[src/rtl/ac97_cmd_arbiter_if.sv]
// rtl/ac97_cmd_arbiter_if.sv - command channel bundle for the AC97 register command arbiter
//
// Purpose: groups the frame timing, received status slots, requester handshake,
// response and outgoing command slot signals of ac97_cmd_arbiter.
// Ports (all carried as interface signals):
//   frame_start            one-cycle pulse on the SYNC rising edge
//   in_valid               one-cycle pulse, in_tag/in_slt1/in_slt2 hold a received frame
//   codec_ready            codec ready flag (input slot 0 bit 15, latched)
//   in_tag[15:0]           received slot 0
//   in_slt1, in_slt2       received status address / status data (20 bits each)
//   req_valid/req_rw       per-requester pending flag and direction (1 = read)
//   req_addr               7 bits per requester, requester i at [7i+6:7i]
//   req_wdata              16 bits per requester, requester i at [16i+15:16i]
//   req_ready              per-requester one-cycle accept pulse
//   rsp_valid/rsp_id       completion pulse and index of the completing requester
//   rsp_data/rsp_timeout   read data (0 for writes) and "read not answered" flag
//   out_tag[2:0]           {frame valid, slot1 valid, slot2 valid} for output slot 0
//   out_slt1, out_slt2     command address / command data (20 bits each)
//   busy                   arbiter is not idle
// Modports: slave = arbiter side, master = requester/serializer side.

interface ac97_cmd_arbiter_if #(
  parameter int NUM_REQ = 2
);
  logic                    frame_start;
  logic                    in_valid;
  logic                    codec_ready;
  logic [15:0]             in_tag;
  logic [19:0]             in_slt1;
  logic [19:0]             in_slt2;
  logic [NUM_REQ-1:0]      req_valid;
  logic [NUM_REQ-1:0]      req_rw;
  logic [7*NUM_REQ-1:0]    req_addr;
  logic [16*NUM_REQ-1:0]   req_wdata;
  logic [NUM_REQ-1:0]      req_ready;
  logic                    rsp_valid;
  logic [1:0]              rsp_id;
  logic [15:0]             rsp_data;
  logic                    rsp_timeout;
  logic [2:0]              out_tag;
  logic [19:0]             out_slt1;
  logic [19:0]             out_slt2;
  logic                    busy;

  modport slave (
    input  frame_start, in_valid, codec_ready, in_tag, in_slt1, in_slt2,
    input  req_valid, req_rw, req_addr, req_wdata,
    output req_ready, rsp_valid, rsp_id, rsp_data, rsp_timeout,
    output out_tag, out_slt1, out_slt2, busy
  );

  modport master (
    output frame_start, in_valid, codec_ready, in_tag, in_slt1, in_slt2,
    output req_valid, req_rw, req_addr, req_wdata,
    input  req_ready, rsp_valid, rsp_id, rsp_data, rsp_timeout,
    input  out_tag, out_slt1, out_slt2, busy
  );
endinterface

[src/rtl/ac97_cmd_arbiter.sv]
// rtl/ac97_cmd_arbiter.sv - frame-synchronous arbiter for the AC97 codec register command slots
//
// Purpose: grants at most one register read or write per AC97 frame to one of
// NUM_REQ requesters, drives the command slot words / slot-0 tag bits for the
// serializer and returns write completions, read data or read timeouts.
// Parameters: NUM_REQ (2..4) requesters, READ_TIMEOUT (1..15) frames to wait for read data.
// Ports:
//   BIT_CLOCK_I    codec bit clock, rising edge
//   AC97_RESETN_I  asynchronous active-low reset
//   bus            ac97_cmd_arbiter_if.slave (requests, responses, slot words, status input)
// Build option: define AC97_CMD_RR_EN for round-robin arbitration; otherwise
// fixed priority with the lowest requester index winning.

module ac97_cmd_arbiter #(
  parameter int NUM_REQ      = 2,
  parameter int READ_TIMEOUT = 4
) (
  input logic               BIT_CLOCK_I,
  input logic               AC97_RESETN_I,
  ac97_cmd_arbiter_if.slave bus
);

  typedef enum logic [1:0] {IDLE, WRITE, READ_WAIT} state_t;

  localparam logic [3:0] TIMEOUT_CNT = 4'(READ_TIMEOUT);

  state_t             state_q, state_d;
  logic [1:0]         id_q, id_d;
  logic [6:0]         addr_q, addr_d;
  logic [3:0]         cnt_q, cnt_d;
  logic [NUM_REQ-1:0] req_ready_q, req_ready_d;
  logic               rsp_valid_q, rsp_valid_d;
  logic [1:0]         rsp_id_q, rsp_id_d;
  logic [15:0]        rsp_data_q, rsp_data_d;
  logic               rsp_timeout_q, rsp_timeout_d;
  logic [2:0]         out_tag_q, out_tag_d;
  logic [19:0]        out_slt1_q, out_slt1_d;
  logic [19:0]        out_slt2_q, out_slt2_d;
`ifdef AC97_CMD_RR_EN
  logic [1:0]         ptr_q, ptr_d;
`endif

  logic               grant_found;
  logic [1:0]         grant_id;
  logic               grant_rw;
  logic [6:0]         grant_addr;
  logic [15:0]        grant_wdata;
  logic               arb_ok;
  logic               read_match;
  logic [3:0]         cnt_inc;
  logic               unused_in_bits;

  // Only the status-address-valid tag bit, the echoed register index and the
  // 16 data bits of slot 2 take part in read completion.
  assign unused_in_bits = ^{bus.in_tag[15], bus.in_tag[13:0], bus.in_slt1[19],
                            bus.in_slt1[11:0], bus.in_slt2[3:0]};

  assign read_match = bus.in_valid && bus.in_tag[14] && (bus.in_slt1[18:12] == addr_q);
  assign cnt_inc    = cnt_q + 4'd1;

  // Grant selection over the live request vector.
  always_comb begin
    grant_found = 1'b0;
    grant_id    = '0;
    grant_rw    = 1'b0;
    grant_addr  = '0;
    grant_wdata = '0;
`ifdef AC97_CMD_RR_EN
    // Step k visits index (ptr + k) mod NUM_REQ, so the search starts at the
    // pointer and wraps; the inner loop keeps all slicing constant.
    for (int k = 0; k < NUM_REQ; k++) begin
      for (int i = 0; i < NUM_REQ; i++) begin
        if (!grant_found && bus.req_valid[i] && (i == (int'(ptr_q) + k) % NUM_REQ)) begin
          grant_found = 1'b1;
          grant_id    = 2'(i);
          grant_rw    = bus.req_rw[i];
          grant_addr  = bus.req_addr[7*i +: 7];
          grant_wdata = bus.req_wdata[16*i +: 16];
        end
      end
    end
`else
    for (int i = 0; i < NUM_REQ; i++) begin
      if (!grant_found && bus.req_valid[i]) begin
        grant_found = 1'b1;
        grant_id    = 2'(i);
        grant_rw    = bus.req_rw[i];
        grant_addr  = bus.req_addr[7*i +: 7];
        grant_wdata = bus.req_wdata[16*i +: 16];
      end
    end
`endif
  end

  // Next state and next registered outputs.
  always_comb begin
    state_d       = state_q;
    id_d          = id_q;
    addr_d        = addr_q;
    cnt_d         = cnt_q;
    req_ready_d   = '0;
    rsp_valid_d   = 1'b0;
    rsp_id_d      = rsp_id_q;
    rsp_data_d    = rsp_data_q;
    rsp_timeout_d = rsp_timeout_q;
    out_tag_d     = out_tag_q;
    out_slt1_d    = out_slt1_q;
    out_slt2_d    = out_slt2_q;
    arb_ok        = 1'b0;
`ifdef AC97_CMD_RR_EN
    ptr_d         = ptr_q;
`endif

    case (state_q)
      IDLE: arb_ok = bus.frame_start;

      WRITE: begin
        // The frame carrying the write has ended; completing and arbitrating
        // in the same cycle keeps back-to-back writes one per frame.
        if (bus.frame_start) begin
          rsp_valid_d   = 1'b1;
          rsp_id_d      = id_q;
          rsp_data_d    = 16'h0000;
          rsp_timeout_d = 1'b0;
          state_d       = IDLE;
          arb_ok        = 1'b1;
        end
      end

      READ_WAIT: begin
        if (bus.frame_start) begin
          out_tag_d  = 3'b100;
          out_slt1_d = '0;
          out_slt2_d = '0;
          cnt_d      = cnt_inc;
        end
        // A match takes precedence over a timeout landing in the same cycle.
        if (read_match) begin
          rsp_valid_d   = 1'b1;
          rsp_id_d      = id_q;
          rsp_data_d    = bus.in_slt2[19:4];
          rsp_timeout_d = 1'b0;
          state_d       = IDLE;
        end else if (bus.frame_start && ((cnt_inc >= TIMEOUT_CNT) || !bus.codec_ready)) begin
          rsp_valid_d   = 1'b1;
          rsp_id_d      = id_q;
          rsp_data_d    = 16'hFFFF;
          rsp_timeout_d = 1'b1;
          state_d       = IDLE;
        end
      end

      default: state_d = IDLE;
    endcase

    if (arb_ok) begin
      out_tag_d  = 3'b100;
      out_slt1_d = '0;
      out_slt2_d = '0;
      if (bus.codec_ready && grant_found) begin
        for (int i = 0; i < NUM_REQ; i++) begin
          req_ready_d[i] = (2'(i) == grant_id);
        end
        id_d   = grant_id;
        addr_d = grant_addr;
`ifdef AC97_CMD_RR_EN
        ptr_d  = 2'((int'(grant_id) + 1) % NUM_REQ);
`endif
        if (grant_rw) begin
          out_tag_d  = 3'b110;
          out_slt1_d = {1'b1, grant_addr, 12'h000};
          out_slt2_d = '0;
          cnt_d      = 4'd0;
          state_d    = READ_WAIT;
        end else begin
          out_tag_d  = 3'b111;
          out_slt1_d = {1'b0, grant_addr, 12'h000};
          out_slt2_d = {grant_wdata, 4'h0};
          state_d    = WRITE;
        end
      end
    end
  end

  always_ff @(posedge BIT_CLOCK_I or negedge AC97_RESETN_I) begin
    if (!AC97_RESETN_I) begin
      state_q       <= IDLE;
      id_q          <= '0;
      addr_q        <= '0;
      cnt_q         <= '0;
      req_ready_q   <= '0;
      rsp_valid_q   <= 1'b0;
      rsp_id_q      <= '0;
      rsp_data_q    <= '0;
      rsp_timeout_q <= 1'b0;
      out_tag_q     <= '0;
      out_slt1_q    <= '0;
      out_slt2_q    <= '0;
`ifdef AC97_CMD_RR_EN
      ptr_q         <= '0;
`endif
    end else begin
      state_q       <= state_d;
      id_q          <= id_d;
      addr_q        <= addr_d;
      cnt_q         <= cnt_d;
      req_ready_q   <= req_ready_d;
      rsp_valid_q   <= rsp_valid_d;
      rsp_id_q      <= rsp_id_d;
      rsp_data_q    <= rsp_data_d;
      rsp_timeout_q <= rsp_timeout_d;
      out_tag_q     <= out_tag_d;
      out_slt1_q    <= out_slt1_d;
      out_slt2_q    <= out_slt2_d;
`ifdef AC97_CMD_RR_EN
      ptr_q         <= ptr_d;
`endif
    end
  end

  assign bus.req_ready   = req_ready_q;
  assign bus.rsp_valid   = rsp_valid_q;
  assign bus.rsp_id      = rsp_id_q;
  assign bus.rsp_data    = rsp_data_q;
  assign bus.rsp_timeout = rsp_timeout_q;
  assign bus.out_tag     = out_tag_q;
  assign bus.out_slt1    = out_slt1_q;
  assign bus.out_slt2    = out_slt2_q;
  assign bus.busy        = (state_q != IDLE);

endmodule

[src/flat_wrapper.sv]
// flat-port wrapper written by rule: the top's interface ports become plain ports
module ac97_cmd_arbiter_flat 
#(
  parameter int NUM_REQ      = 2,
  parameter int READ_TIMEOUT = 4
)
  (BIT_CLOCK_I, AC97_RESETN_I, bus_frame_start, bus_in_valid, bus_codec_ready, bus_in_tag, bus_in_slt1, bus_in_slt2, bus_req_valid, bus_req_rw, bus_req_addr, bus_req_wdata, bus_req_ready, bus_rsp_valid, bus_rsp_id, bus_rsp_data, bus_rsp_timeout, bus_out_tag, bus_out_slt1, bus_out_slt2, bus_busy);
  ac97_cmd_arbiter_if #(.NUM_REQ(NUM_REQ)) bus_i ();
  input logic BIT_CLOCK_I;
  input logic AC97_RESETN_I;
  input wire logic [$bits(bus_i.frame_start)-1:0] bus_frame_start;
  input wire logic [$bits(bus_i.in_valid)-1:0] bus_in_valid;
  input wire logic [$bits(bus_i.codec_ready)-1:0] bus_codec_ready;
  input wire logic [$bits(bus_i.in_tag)-1:0] bus_in_tag;
  input wire logic [$bits(bus_i.in_slt1)-1:0] bus_in_slt1;
  input wire logic [$bits(bus_i.in_slt2)-1:0] bus_in_slt2;
  input wire logic [$bits(bus_i.req_valid)-1:0] bus_req_valid;
  input wire logic [$bits(bus_i.req_rw)-1:0] bus_req_rw;
  input wire logic [$bits(bus_i.req_addr)-1:0] bus_req_addr;
  input wire logic [$bits(bus_i.req_wdata)-1:0] bus_req_wdata;
  output wire logic [$bits(bus_i.req_ready)-1:0] bus_req_ready;
  output wire logic [$bits(bus_i.rsp_valid)-1:0] bus_rsp_valid;
  output wire logic [$bits(bus_i.rsp_id)-1:0] bus_rsp_id;
  output wire logic [$bits(bus_i.rsp_data)-1:0] bus_rsp_data;
  output wire logic [$bits(bus_i.rsp_timeout)-1:0] bus_rsp_timeout;
  output wire logic [$bits(bus_i.out_tag)-1:0] bus_out_tag;
  output wire logic [$bits(bus_i.out_slt1)-1:0] bus_out_slt1;
  output wire logic [$bits(bus_i.out_slt2)-1:0] bus_out_slt2;
  output wire logic [$bits(bus_i.busy)-1:0] bus_busy;
  assign bus_i.frame_start = bus_frame_start;
  assign bus_i.in_valid = bus_in_valid;
  assign bus_i.codec_ready = bus_codec_ready;
  assign bus_i.in_tag = bus_in_tag;
  assign bus_i.in_slt1 = bus_in_slt1;
  assign bus_i.in_slt2 = bus_in_slt2;
  assign bus_i.req_valid = bus_req_valid;
  assign bus_i.req_rw = bus_req_rw;
  assign bus_i.req_addr = bus_req_addr;
  assign bus_i.req_wdata = bus_req_wdata;
  assign bus_req_ready = bus_i.req_ready;
  assign bus_rsp_valid = bus_i.rsp_valid;
  assign bus_rsp_id = bus_i.rsp_id;
  assign bus_rsp_data = bus_i.rsp_data;
  assign bus_rsp_timeout = bus_i.rsp_timeout;
  assign bus_out_tag = bus_i.out_tag;
  assign bus_out_slt1 = bus_i.out_slt1;
  assign bus_out_slt2 = bus_i.out_slt2;
  assign bus_busy = bus_i.busy;
  ac97_cmd_arbiter #(.NUM_REQ(NUM_REQ), .READ_TIMEOUT(READ_TIMEOUT)) u_core (.BIT_CLOCK_I(BIT_CLOCK_I), .AC97_RESETN_I(AC97_RESETN_I), .bus(bus_i));
endmodule
[config.mk]
export PLATFORM = sky130hd
export DESIGN_NAME = ac97_cmd_arbiter_flat
export DESIGN_NICKNAME = d
export VERILOG_FILES = /design/src/rtl/ac97_cmd_arbiter_if.sv /design/src/rtl/ac97_cmd_arbiter.sv /design/src/flat_wrapper.sv
export SDC_FILE = /design/constraint.sdc
export NUM_CORES = 1
export LEC_CHECK = 0
export ABC_AREA = 1
export CAP_MARGIN = 20
export CORE_MARGIN = 2
export CORE_UTILIZATION = 41
export DETAILED_ROUTE_END_ITERATION = 6
export GPL_TIMING_DRIVEN = 0
export PLACE_DENSITY = 0.82
export SLEW_MARGIN = 20
export SYNTH_ARGS = -nofsm -noshare
export SYNTH_HDL_FRONTEND = slang
export SYNTH_SLANG_ARGS = --single-unit
[constraint.sdc]
create_clock -name BIT_CLOCK_I -period 2.1 [get_ports BIT_CLOCK_I]
set_input_delay 0.42 -clock BIT_CLOCK_I [delete_from_list [all_inputs] [get_ports BIT_CLOCK_I]]
set_output_delay 0.42 -clock BIT_CLOCK_I [all_outputs]
set_load 0.05 [all_outputs]
== Yosys cells after proc, flatten, opt, wreduce, memory -nomap -nowiden ==
Index checks and enable logic that the tools add are counted.

* Flip-flop bits (word level): 80
* Word-level logic and storage cells: 90
* Output and inout bits: 66
* Input bits: 111

* Order comparisons: 1
* Equality and inequality tests: 6
* Muxes and demuxes: 53
* Reductions and logical operators: 17
* $add $sub $neg: 1

{| class="wikitable"
|+ Operator list
! kind !! number
|-
| 20-bit two-way mux || 8
|-
| 16-bit two-way mux || 5
|-
| 16-bit case mux with 2 select lines || 1
|-
| 2-bit two-way mux || 11
|-
| 4-bit two-way mux || 5
|-
| 7-bit two-way mux || 2
|-
| 1-bit two-way mux || 12
|-
| 3-bit two-way mux || 4
|-
| 2-bit nonzero test || 4
|-
| 7-bit == test || 1
|-
| 1-bit case mux with 2 select lines || 3
|-
| 2-bit case mux with 3 select lines || 1
|-
| 1-bit logical AND || 5
|-
| 4-bit by 1-bit adder with 4-bit output (second input constant) || 1
|-
| 4-bit by 3-bit >= comparator with 1-bit output (second input constant) || 1
|-
| 2-bit zero test || 2
|-
| 2-bit case mux with 2 select lines || 1
|-
| 2-bit AND reduction || 2
|-
| 3-bit by 1-bit != test with 1-bit output (second input constant) || 1
|-
| 3-bit AND reduction || 1
|-
| 2-bit by 1-bit == test with 1-bit output (second input constant) || 1
|-
| 2-bit == test (second input constant) || 1
|-
| 1-bit zero test || 2
|-
| 2-bit != test (second input constant) || 1
|-
| other kinds (2) || 2
|}

== Longest topological paths before layout ==
Gate-level depths: netlist (run 1).

* Depth in word-level cells: 9
* Gate-level depth with buffers: 12
* Mapped depth without buffers: 11

== Worst setup path before layout (run 1) ==
OpenSTA, ideal clock, no wires.

* Path type: flip-flop to flip-flop
* From: register u_core.state_q[1]
* To: register u_core.addr_q[3]
* Arrival time: 1.493 ns
* Clock period less this slack: 1.624 ns
* Required time: 1.969 ns
* Path slack: 0.476 ns
* Library setup time: 0.131 ns
* Buffers on the path: 1
* Cell stages (with the launch flop): 10
* Path through: dfrtp_1 inv_1 ha_1 o21ai_0 nor2_2 inv_2 buf_6 nor2_1 a21oi_1 o21ai_0

* Longest elaborated chain between the ends: 3
* Elaborated cells between the ends (all ways): 4
* Classes of those cells: eq/ne: 1; mux: 1; reduce/logical: 2

{| class="wikitable"
|+ RTL lines
! what !! RTL line !! source
|-
| start, declared || ac97_cmd_arbiter.sv:27 || <nowiki>state_t state_q, state_d;</nowiki>
|-
| start signal, assigned || ac97_cmd_arbiter.sv:203 || <nowiki>state_q <= state_d;</nowiki>
|-
| 2-bit by 1-bit == test with 1-bit output or 2-bit zero test (tied branches) || ac97_cmd_arbiter.sv:114 || <nowiki>case (state_q)</nowiki>
|-
| 1-bit case mux with 2 select lines (*) || ac97_cmd_arbiter.sv:114 ||
|-
| 2-bit AND reduction (no line) (*) || -- ||
|-
| end signal, assigned || ac97_cmd_arbiter.sv:205 || <nowiki>addr_q <= addr_d;</nowiki>
|-
| end, declared || ac97_cmd_arbiter.sv:29 || <nowiki>logic [6:0] addr_q, addr_d;</nowiki>
|}

Mark *: on every way between the ends. The rest lies on a longest branch, timed or not.
A chain may end at the register's enable or synchronous reset.

== Worst setup path in the final report (run 1) ==
* From: register u_core.state_q[0]
* To: output bus_busy

* Longest elaborated chain between the ends: 1

{| class="wikitable"
|+ RTL lines
! what !! RTL line !! source
|-
| 2-bit nonzero test || ac97_cmd_arbiter.sv:229 || <nowiki>assign bus.busy = (state_q != IDLE);</nowiki>
|-
| end, declared || flat_wrapper.sv:29 || <nowiki>output wire logic [$bits(bus_i.busy)-1:0] bus_busy;</nowiki>
|}

No other way between the ends.

==> results of run 1 <==
## final cells by class
type                       count  area (um2)  area share [%]
tap                          105       131.4           2.515
clock inverter                 3       42.54          0.8144
inverter                      64       242.7           4.647
timing repair buffer         127        1280           24.50
buffer                        37       246.5           4.719
sequential                    62        1551           29.70
multi-input combinational    328        1570           30.06
clock buffer                  13       158.9           3.042
## cell families after synthesis
kind of cell	share of synthesized area [%]
XOR/XNOR	0.2467
flip-flops	43.69
adder cells (fa/ha/maj)	1.762
buffers and inverters	13.78
AND/OR/NAND/NOR	34.57
AO/OA/AOI/OAI	5.849
other	0.1056
## power breakdown
group	switching, mW	internal (mW)
Combinational	1.42	0.783
Sequential	0.163	1.43
Clock	0.443	0.612
## layer usage
metal / track usage, % / vias to the layer above / wire length, um
li1: - / 1751 / -
met1: 22.77 / 1544 / 3811
met4: 6.067 / 0 / 125
met5: 0 / - / 0
met3: 6.331 / 13 / 698
met2: 34.56 / 132 / 4390
## cell usage in the layout, fill, tap and decap left out, types with 4 or more instances in the layout
cell                              count
sky130_fd_sc_hd__nand2_1            160
sky130_fd_sc_hd__clkdlybuf4s50_1    123
sky130_fd_sc_hd__nand3_1             67
sky130_fd_sc_hd__dfrtp_1             62
sky130_fd_sc_hd__inv_1               56
sky130_fd_sc_hd__buf_4               22
sky130_fd_sc_hd__conb_1              17
sky130_fd_sc_hd__nor2_1              15
sky130_fd_sc_hd__clkbuf_1            12
sky130_fd_sc_hd__nand2_2             12
sky130_fd_sc_hd__a21oi_1             11
sky130_fd_sc_hd__o21ai_0             11
sky130_fd_sc_hd__clkbuf_8            11
sky130_fd_sc_hd__o21ai_1              7
sky130_fd_sc_hd__inv_2                7
sky130_fd_sc_hd__ha_1                 5
sky130_fd_sc_hd__nor2_4               4
sky130_fd_sc_hd__buf_2                4
## registers in the layout, summed over array words and instances, names as in the netlist, 2 cells and up
name                  cells
u_core.cnt_q              4
u_core.bus.out_slt2      16
u_core.bus.out_slt1       8
u_core.state_q            2
u_core.addr_q             7
u_core.bus.req_ready      2
u_core.bus.out_tag        3
u_core.bus.rsp_data      16
## tightest hold or removal path, cell delays in order
cell and delay (ps):
sky130_fd_sc_hd__buf_4 150, sky130_fd_sc_hd__nand2_2 110, sky130_fd_sc_hd__nor2_4 70
## path summary, 6_finish.rpt
| kind | end | start | slack, ps | depth (start not counted) |
|---|---|---|---|---|
| worst max-delay path | bus_busy | u_core.state_q[0]$_DFF_PN0_ | 110 | 4 |
| max in group asynchronous | u_core.bus.out_slt2[17]$_DFFE_PN0P_ | AC97_RESETN_I | 1070 | 3 |
| worst min register to register | u_core.bus.out_slt2[14]$_DFFE_PN0P_ | u_core.bus.out_slt2[14]$_DFFE_PN0P_ | 480 | 2 |
| worst min-delay path | u_core.bus.req_ready[1]$_DFF_PN0_ | bus_req_valid[1] | 460 | 3 |
| worst max register to register | u_core.addr_q[4]$_DFFE_PN0P_ | u_core.state_q[1]$_DFF_PN0_ | 210 | 9 |
| min in group asynchronous | u_core.bus.rsp_data[13]$_DFFE_PN0P_ | AC97_RESETN_I | 520 | 2 |
## repair_timing
action	in CTS	in global routing
hold endpoints to repair	21	0
hold buffers	1	0
gates resized for setup	3	1
endpoints found under the setup margin	1	2
gates cloned	0	0
## metrics by stage
| step | power, mW | utilization (%) | TNS (ps) | instance area [um2] | hold WS, ps |
|---|---|---|---|---|---|
| detailed placement | 3.812 | 60.38 | -88.73 | 5011 | 331.6 |
| floorplan | 3.124 | - | 0 | 3611 | 124.4 |
| finish | 4.848 | 62.94 | 0 | 5224 | 457.7 |
| CTS | 4.891 | 62.94 | 0 | 5224 | 445.4 |
| global placement | 3.733 | 60.17 | -85000 | 4994 | 461.7 |
| global route | 5.180 | 62.94 | 0 | 5224 | 460.2 |
==> results.tsv, run 1 <==
stage	metric	value	unit
run_status	status	finished, final reports clean	
critical_path	critPathMaxFanout	4	
clocking	cts_htree_levels	3	
floorplanning	die_height	97.07	um
floorplanning	start_util	42.79	%
critical_path	path_cells	inv_1 > ha_1 > inv_1 > clkdlybuf4s15_2	
drt	drc_viols	0	
synth	yosysWarningCount	0	
sta	setup_viol	0	
clocking	clock_sinks	62	
sta	period_share	94.76	%
finish	antenna_cells_inserted	0	
placed_design	port_buffers	125	
sta	drv_slew	0	
placed_design	gpl.final_weighted_congestion	0.8483	
drt	vias_after_detailed_routing	3440	
drt	drt_pass1_iterations	4	
critical_path	required	1680	ps
run	cap_viol_max_count	0	
critical_path	critical_path.n_buffers_inverters	3	
synth	netlist_top_cells_count	sky130_fd_sc_hd__nand2_1 (160), sky130_fd_sc_hd__nand3_1 (67), sky130_fd_sc_hd__dfrtp_1 (62)	
sta	rsz0062_at_grt	no	
clocking	cts_buffer_count	9	
placed_design	dpl.cell_count	722	
clocking	clk_path_buf_depth	2	
sta	max_freq	0.5025	GHz
drt	drt_first_iter_violations	121	
pwr	worst_ir_drop_vdd	439.4	uV
critical_path	cpPeakStageDelay	440	ps
clocking	post_cts.repair.setup_buffers	0	
critical_path	cpMaxStageDelayCell	sky130_fd_sc_hd__dfrtp_1	
finish	final_net_count	745	
sta	final_period_minus_worst_setup_slack	1990	ps
critical_path	worst_ep_arrival_time	1570	ps
synth	synth-edff-count	0	
drt	routed_length_per_instance	12.21	um
critical_path	crit_path_start_kind	flop	
floorplanning	core-area	8299	um2
worst_hold_path	hold_path_class	in -> reg	
floorplanning	rows	33	
synth	yosys_most_used_dff	sky130_fd_sc_hd__dfrtp_1	
finish	cell_count_final_fillers_out	739	
global_routing	grt_pass1_wl	15320	um
critical_path	critical_path.most_common_cell	sky130_fd_sc_hd__inv_1	
synth	post-synth-top-area-fraction	43.69	%
clocking	cts.root.buffer_cell	sky130_fd_sc_hd__clkbuf_8	
drt	detail-route-antenna-nets	0	
global_routing	grt-ovfl-total	0	
floorplanning	fp.dieArea	9422	um2
sta	skew	11.27	ps
synth	unique_cell_type_count_in_the_yosys_netlist	32	
synth	synth_sequential_area_ratio	43.69	%
drt	vias_per_cell	4.655	
pwr	power_density	928.1	nW/um2
synth	netlist_area	3551	um2
floorplanning	ioPinCount	177	
synth	post_synth.cell_area_avg	7.476	um2
placed_design	post-dp-hpwl	7045	um
synth	synth-seq-cells	62	
sta	final-hold-violation-count	0	
global_routing	global_route.usage.total	19.66	%
clocking	cts.reportedPaths.clkPinSlew	70	ps
finish	fillers	718	
synth	syn_inst	475	
critical_path	crit_family	buffers and inverters	
synth	cell_type_with_the_largest_total_area_after_synthesis	sky130_fd_sc_hd__dfrtp_1	
placed_design	dp_slack	-29.64	ps
clocking	tritoncts	done	
pwr	cellLeakagePower	2.734	nW
synth	synth_top_cells_by_area	sky130_fd_sc_hd__dfrtp_1 (44%), sky130_fd_sc_hd__nand2_1 (17%), sky130_fd_sc_hd__nand3_1 (9.4%)	
synth	async_reset_ff_share	100.0	%
sta	worst_slack	110.1	ps
synth	synth_most_common_cell	sky130_fd_sc_hd__nand2_1	
finish	post_route_cells_drive_above_1_share	12.46	%
critical_path	crit_type	reg -> out	
global_routing	antenna_found_initial	0	
drt	routed_wirelength	9025	um
global_routing	grt_max_degree	42	
floorplanning	die_w	97.07	um
finish	layout-area-overhead-vs-synth	47.11	%
sta	max-slew-margin-rel	63.39	%
sta	worst-slew-pin-transition	547.5	ps
critical_path	worst_setup_path_end_kind	output pin	
global_routing	number_of_global_route_vias_before_repair	3451	
clocking	clock_insertion_delay_worst_skew	330	ps
Power figures use the tool's default switching activity.
==> run 2: changes to the inputs <==
GPL_TIMING_DRIVEN = 1   (was 0)
SETUP_SLACK_MARGIN = 0.1   (was default)
==> results.tsv, run 2 (same netlist as run 1, synthesis figures left out) <==
stage	metric	value	unit
critical_path	crit_path_start_kind	flop	
finish	post_route_cells_drive_above_1_share	10.03	%
critical_path	critical_path_depth	1	
sta	final_period_minus_worst_setup_slack	1937	ps
clocking	cts_htree_levels	3	
pwr	cellLeakagePower	2.627	nW
floorplanning	ioPinCount	177	
sta	drv_slew	0	
critical_path	cpMaxStageDelayCell	sky130_fd_sc_hd__clkdlybuf4s50_1	
global_routing	grt_pass1_wl	15290	um
placed_design	port_buffers	127	
drt	drt_first_iter_violations	187	
critical_path	worst_r2r_path_depth	8	
critical_path	worst_ep_arrival_time	1520	ps
run	cap_viol_max_count	0	
clocking	clk_path_buf_depth	2	
finish	antenna_cells_inserted	0	
critical_path	crit_start	u_core.bus.rsp_data[9]$_DFFE_PN0P_	
finish	final_net_count	720	
finish	layout-area-overhead-vs-synth	42.57	%
critical_path	crit_path_end	bus_rsp_data[9]	
sta	max_freq	0.5163	GHz
floorplanning	fp.dieArea	9422	um2
clocking	cts.reportedPaths.clkPinSlew	70	ps
critical_path	critPathMaxFanout	2	
placed_design	gpl.final_weighted_congestion	0.8398	
finish	cell_count_final_fillers_out	713	
drt	routed_length_per_instance	12.49	um
sta	whs	37.06	ps
pwr	power_density	939.6	nW/um2
drt	vias_per_cell	4.672	
clocking	clock_insertion_delay_worst_skew	330	ps
pwr	worst_ir_drop_vdd	459.8	uV
critical_path	cpPeakStageDelay	810	ps
finish	final_cell_mix	sky130_fd_sc_hd__nand2_1 (160), sky130_fd_sc_hd__clkdlybuf4s50_1 (125), sky130_fd_sc_hd__nand3_1 (67)	
run_status	status	finished, final reports clean	
floorplanning	die_height	97.07	um
floorplanning	start_util	42.79	%
floorplanning	die_w	97.07	um
global_routing	grt_max_degree	44	
critical_path	critical_path.n_buffers_inverters	1	
floorplanning	core-area	8299	um2
placed_design	dpl.cell_count	698	
critical_path	r2r_start	u_core.state_q[0]$_DFF_PN0_	
finish	final_util	61.00	%
sta	sum_neg_setup_slack	0	ps
clocking	clock_sinks	62	
critical_path	crit_type	reg -> out	
drt	routed_wirelength	8908	um
critical_path	path_cells	clkdlybuf4s50_1	
critical_path	reg2reg_slack	250	ps
critical_path	worst_setup_path_end_kind	output pin	
sta	skew	9.739	ps
sta	worst-slew-pin-transition	550.8	ps
floorplanning	rows	33	
worst_hold_path	hold_path_class	in -> async	
global_routing	number_of_global_route_vias_before_repair	3341	
global_routing	global_route.usage.total	19.52	%
critical_path	crit_family	buffers and inverters	
clocking	cts.root.buffer_cell	sky130_fd_sc_hd__clkbuf_8	
sta	rsz0062_at_grt	no	
sta	final-hold-violation-count	0	
sta	max-slew-margin-rel	63.23	%
finish	layout.cells.most_common	sky130_fd_sc_hd__nand2_1	
sta	period_share	92.22	%
clocking	cts_buffer_count	9	
placed_design	post-dp-hpwl	6797	um
drt	drc_viols	0	
sta	setup_viol	0	
drt	vias_after_detailed_routing	3331	
clocking	tritoncts	done	
global_routing	grt-ovfl-total	0	
drt	drt_pass1_iterations	4	
global_routing	antenna_found_initial	0	
drt	detail-route-antenna-nets	0	
critical_path	required	1680	ps
critical_path	critical_path.reg2reg.endpoint	u_core.addr_q[5]$_DFFE_PN0P_	
==> run 2: cell count changes in the layout (fill, tap and decap cells not counted), moves of 2 or more <==
| cell | previous run | this run |
|---|---|---|
| sky130_fd_sc_hd__buf_2 | 4 | 1 |
| sky130_fd_sc_hd__buf_4 | 22 | 11 |
| sky130_fd_sc_hd__clkbuf_1 | 12 | 4 |
| sky130_fd_sc_hd__clkdlybuf4s50_1 | 123 | 125 |
==> run 2: layer usage <==
layer | global-route usage [%] | up-vias | part of all wire, %
met2 | 34.03 | 110 | 50
li1 | - | 1695 | -
met4 | 6.717 | 0 | 0.27
met1 | 23.34 | 1524 | 42
met3 | 5.108 | 2 | 7.5
met5 | 0 | - | 0
==> run 2: repair_timing <==
item / in CTS / in global routing
hold buffers: 0 / 0
buffers inserted: 0 / 0
pin swaps: 0 / 0
setup endpoints to repair: 1 / 28
gates resized for setup: 1 / 2
==> run 2: cell type report <==
cell class,count,area (um2)
clock buffer,14,152.6
clock inverter,1,30.03
fill,739,3237
inverter,64,245.2
multi-input combinational,328,1573
sequential,62,1551
tap,105,131.4
timing repair buffer,139,1379
==> run 2: worst min path at each step <==
stage / endpoint / from / cells after the start
final: u_core.bus.rsp_data[1]$_DFFE_PN0P_ / AC97_RESETN_I / 1
after global placement: u_core.bus.rsp_data[14]$_DFFE_PN0P_ / AC97_RESETN_I / 1
after global routing: u_core.bus.rsp_data[13]$_DFFE_PN0P_ / AC97_RESETN_I / 1
after CTS: u_core.bus.rsp_data[1]$_DFFE_PN0P_ / AC97_RESETN_I / 1
after floorplan: u_core.addr_q[0]$_DFFE_PN0P_ / AC97_RESETN_I / 0
after detailed placement: u_core.bus.rsp_data[1]$_DFFE_PN0P_ / AC97_RESETN_I / 1
==> run 2: power breakdown <==
| part | internal, mW | switching (mW) | leakage (nW) |
|---|---|---|---|
| sequential | 1.43 | 0.164 | 0.829 |
| clock | 0.577 | 0.418 | 0.0908 |
| combinational | 0.751 | 1.42 | 1.71 |
| total | 2.76 | 2.00 | 2.63 |
==> run 2: stage by stage <==
stage / total power [mW] / setup WS [ps] / instance area [um2]
finish: 4.757 / 163.3 / 5062
detailed placement: 3.776 / -46.65 / 4875
global placement: 3.694 / 32.12 / 4875
global route: 5.078 / 110.3 / 5062
floorplan: 3.124 / 475.5 / 3611
CTS: 4.792 / 134.0 / 5060
==> run 3: changes to the inputs <==
CORE_UTILIZATION = 30   (was 41)
PLACE_DENSITY = default   (was 0.82)
SLEW_MARGIN = 25   (was 20)
==> results.tsv, run 3 (same netlist as run 1, synthesis figures left out) <==
stage	metric	value	unit
run_status	status	finished, final reports clean	
global_routing	grt-ovfl-total	0	
finish	final_cell_mix	sky130_fd_sc_hd__nand2_1 (160), sky130_fd_sc_hd__clkdlybuf4s50_1 (125), sky130_fd_sc_hd__nand3_1 (67)	
placed_design	gpl.final_weighted_congestion	0.7639	
drt	drc_viols	0	
global_routing	grt_max_degree	44	
sta	sum_neg_setup_slack	0	ps
sta	drv_slew	0	
finish	antenna_cells_inserted	0	
drt	routed_wirelength	9094	um
sta	skew	8.808	ps
drt	drt_first_iter_violations	177	
critical_path	critical_path.n_buffers_inverters	1	
sta	whs	59.67	ps
floorplanning	ioPinCount	177	
placed_design	port_buffers	127	
floorplanning	die_w	112.8	um
critical_path	cpPeakStageDelay	830	ps
sta	period_share	91.97	%
sta	setup_viol	0	
critical_path	critical_path.reg2reg.endpoint	u_core.bus.out_slt1[12]$_DFFE_PN0P_	
sta	worst-slew-pin-transition	550.2	ps
pwr	power_density	989.9	nW/um2
finish	layout-area-overhead-vs-synth	47.85	%
critical_path	path_cells	clkdlybuf4s50_1	
clocking	clock_sinks	62	
sta	rsz0062_at_grt	no	
clocking	clk_path_buf_depth	2	
clocking	cts.root.buffer_cell	sky130_fd_sc_hd__clkbuf_16	
global_routing	antenna_found_initial	0	
drt	vias_per_cell	4.355	
drt	vias_after_detailed_routing	3275	
global_routing	number_of_global_route_vias_before_repair	3120	
clocking	cts.reportedPaths.clkPinSlew	50	ps
finish	fillers	1157	
critical_path	cpMaxStageDelayCell	sky130_fd_sc_hd__clkdlybuf4s50_1	
drt	detail-route-antenna-nets	0	
critical_path	crit_type	reg -> out	
sta	max_freq	0.5178	GHz
worst_hold_path	hold_path_class	in -> async	
pwr	switching_part_of_the_total_power	39.18	%
floorplanning	start_util	30.97	%
finish	layout.cells.most_common	sky130_fd_sc_hd__nand2_1	
clocking	clock_insertion_delay_worst_skew	320	ps
critical_path	worst_r2r_path_depth	8	
run	cap_viol_max_count	0	
drt	drt_pass1_iterations	4	
critical_path	r2r_start	u_core.state_q[1]$_DFF_PN0_	
pwr	cellLeakagePower	2.689	nW
floorplanning	rows	39	
pwr	comb_power_share	41.7	%
clocking	post_cts_hold_buffer_count	0	
critical_path	worst_setup_path_end_kind	output pin	
pwr	intPower	3.161	mW
global_routing	grt_pass1_wl	14950	um
critical_path	crit_start	u_core.bus.rsp_data[8]$_DFFE_PN0P_	
clocking	cts_htree_levels	3	
sta	final-hold-violation-count	0	
clocking	tritoncts	done	
critical_path	critPathMaxFanout	2	
clocking	cts_buffer_count	9	
finish	post_route_cells_drive_above_1_share	10.84	%
drt	routed_length_per_instance	12.09	um
pwr	worst_ir_drop_vdd	455.1	uV
floorplanning	core-area	11470	um2
finish	final_net_count	722	
critical_path	reg2reg_slack	300	ps
pwr	seq_power_share	30.6	%
critical_path	worst_ep_arrival_time	1510	ps
sta	final_period_minus_worst_setup_slack	1931	ps
placed_design	post-dp-hpwl	6793	um
sta	max-slew-margin-rel	63.21	%
critical_path	crit_path_start_kind	flop	
floorplanning	die_height	112.8	um
critical_path	required	1680	ps
pwr	power_frac_clock	27.8	%
pwr	power_switching	2.036	mW
floorplanning	fp.dieArea	12720	um2
critical_path	crit_family	buffers and inverters	
global_routing	global_route.usage.total	14.54	%
==> run 3: metrics by stage <==
| stage | cell area, um2 | setup slack, ps | utilization, % | std cells | power, mW |
|---|---|---|---|---|---|
| floorplan | 3611 | 475.5 | - | 491 | 3.124 |
| global placement | 4930 | 41.69 | 42.99 | 737 | 3.732 |
| detailed placement | 4930 | 21.99 | 42.99 | 737 | 3.764 |
| CTS | 5220 | 132.3 | 45.52 | 751 | 5.242 |
| global route | 5250 | 112.6 | 45.78 | 752 | 5.533 |
| finish | 5250 | 168.7 | 45.78 | 752 | 5.197 |
==> run 3: repair_timing <==
item                       CTS  global route
hold endpoints to repair     0             0
resized for setup            0             5
setup endpoints to repair    0            30
buffers inserted             0             1
==> run 3: area by class of cell <==
cell class                      count  area, um2  area share, %
Tap cell                          143      178.9          3.408
Timing Repair Buffer              141       1406          26.79
Clock buffer                       13      260.3          4.957
Sequential cell                    62       1553          29.58
Clock inverter                      1      30.03         0.5720
Multi-Input combinational cell    328       1577          30.03
Inverter                           64      245.2          4.671
==> run 3: power by group through the flow <==
stage / logic [mW] / registers, mW / clock network [mW]
final: 2.16 / 1.59 / 1.44
after global routing: 2.38 / 1.62 / 1.54
after global placement: 2.14 / 1.59 / 0
after detailed placement: 2.16 / 1.60 / 0
after floorplan: 1.15 / 1.97 / 0
after CTS: 2.17 / 1.59 / 1.49
==> run 3: how the worst max path moves through the flow <==
stage,depth (start not counted),to
3_3_place_gp,9,u_core.addr_q[6]$_DFFE_PN0P_
5_1_grt,8,u_core.addr_q[5]$_DFFE_PN0P_
4_1_cts,8,u_core.addr_q[3]$_DFFE_PN0P_
2_1_floorplan,9,u_core.addr_q[3]$_DFFE_PN0P_
6_report,1,bus_rsp_data[8]
3_5_place_dp,9,u_core.addr_q[3]$_DFFE_PN0P_
==> run 3: layer usage <==
| layer | global-route usage [%] | vias to the layer above | share of wire [%] |
|---|---|---|---|
| li1 | - | 1702 | - |
| met1 | 18.77 | 1442 | 46 |
| met2 | 23.19 | 122 | 44 |
| met3 | 4.017 | 9 | 8.6 |
| met4 | 5.772 | 0 | 1.5 |
| met5 | 0 | - | 0 |
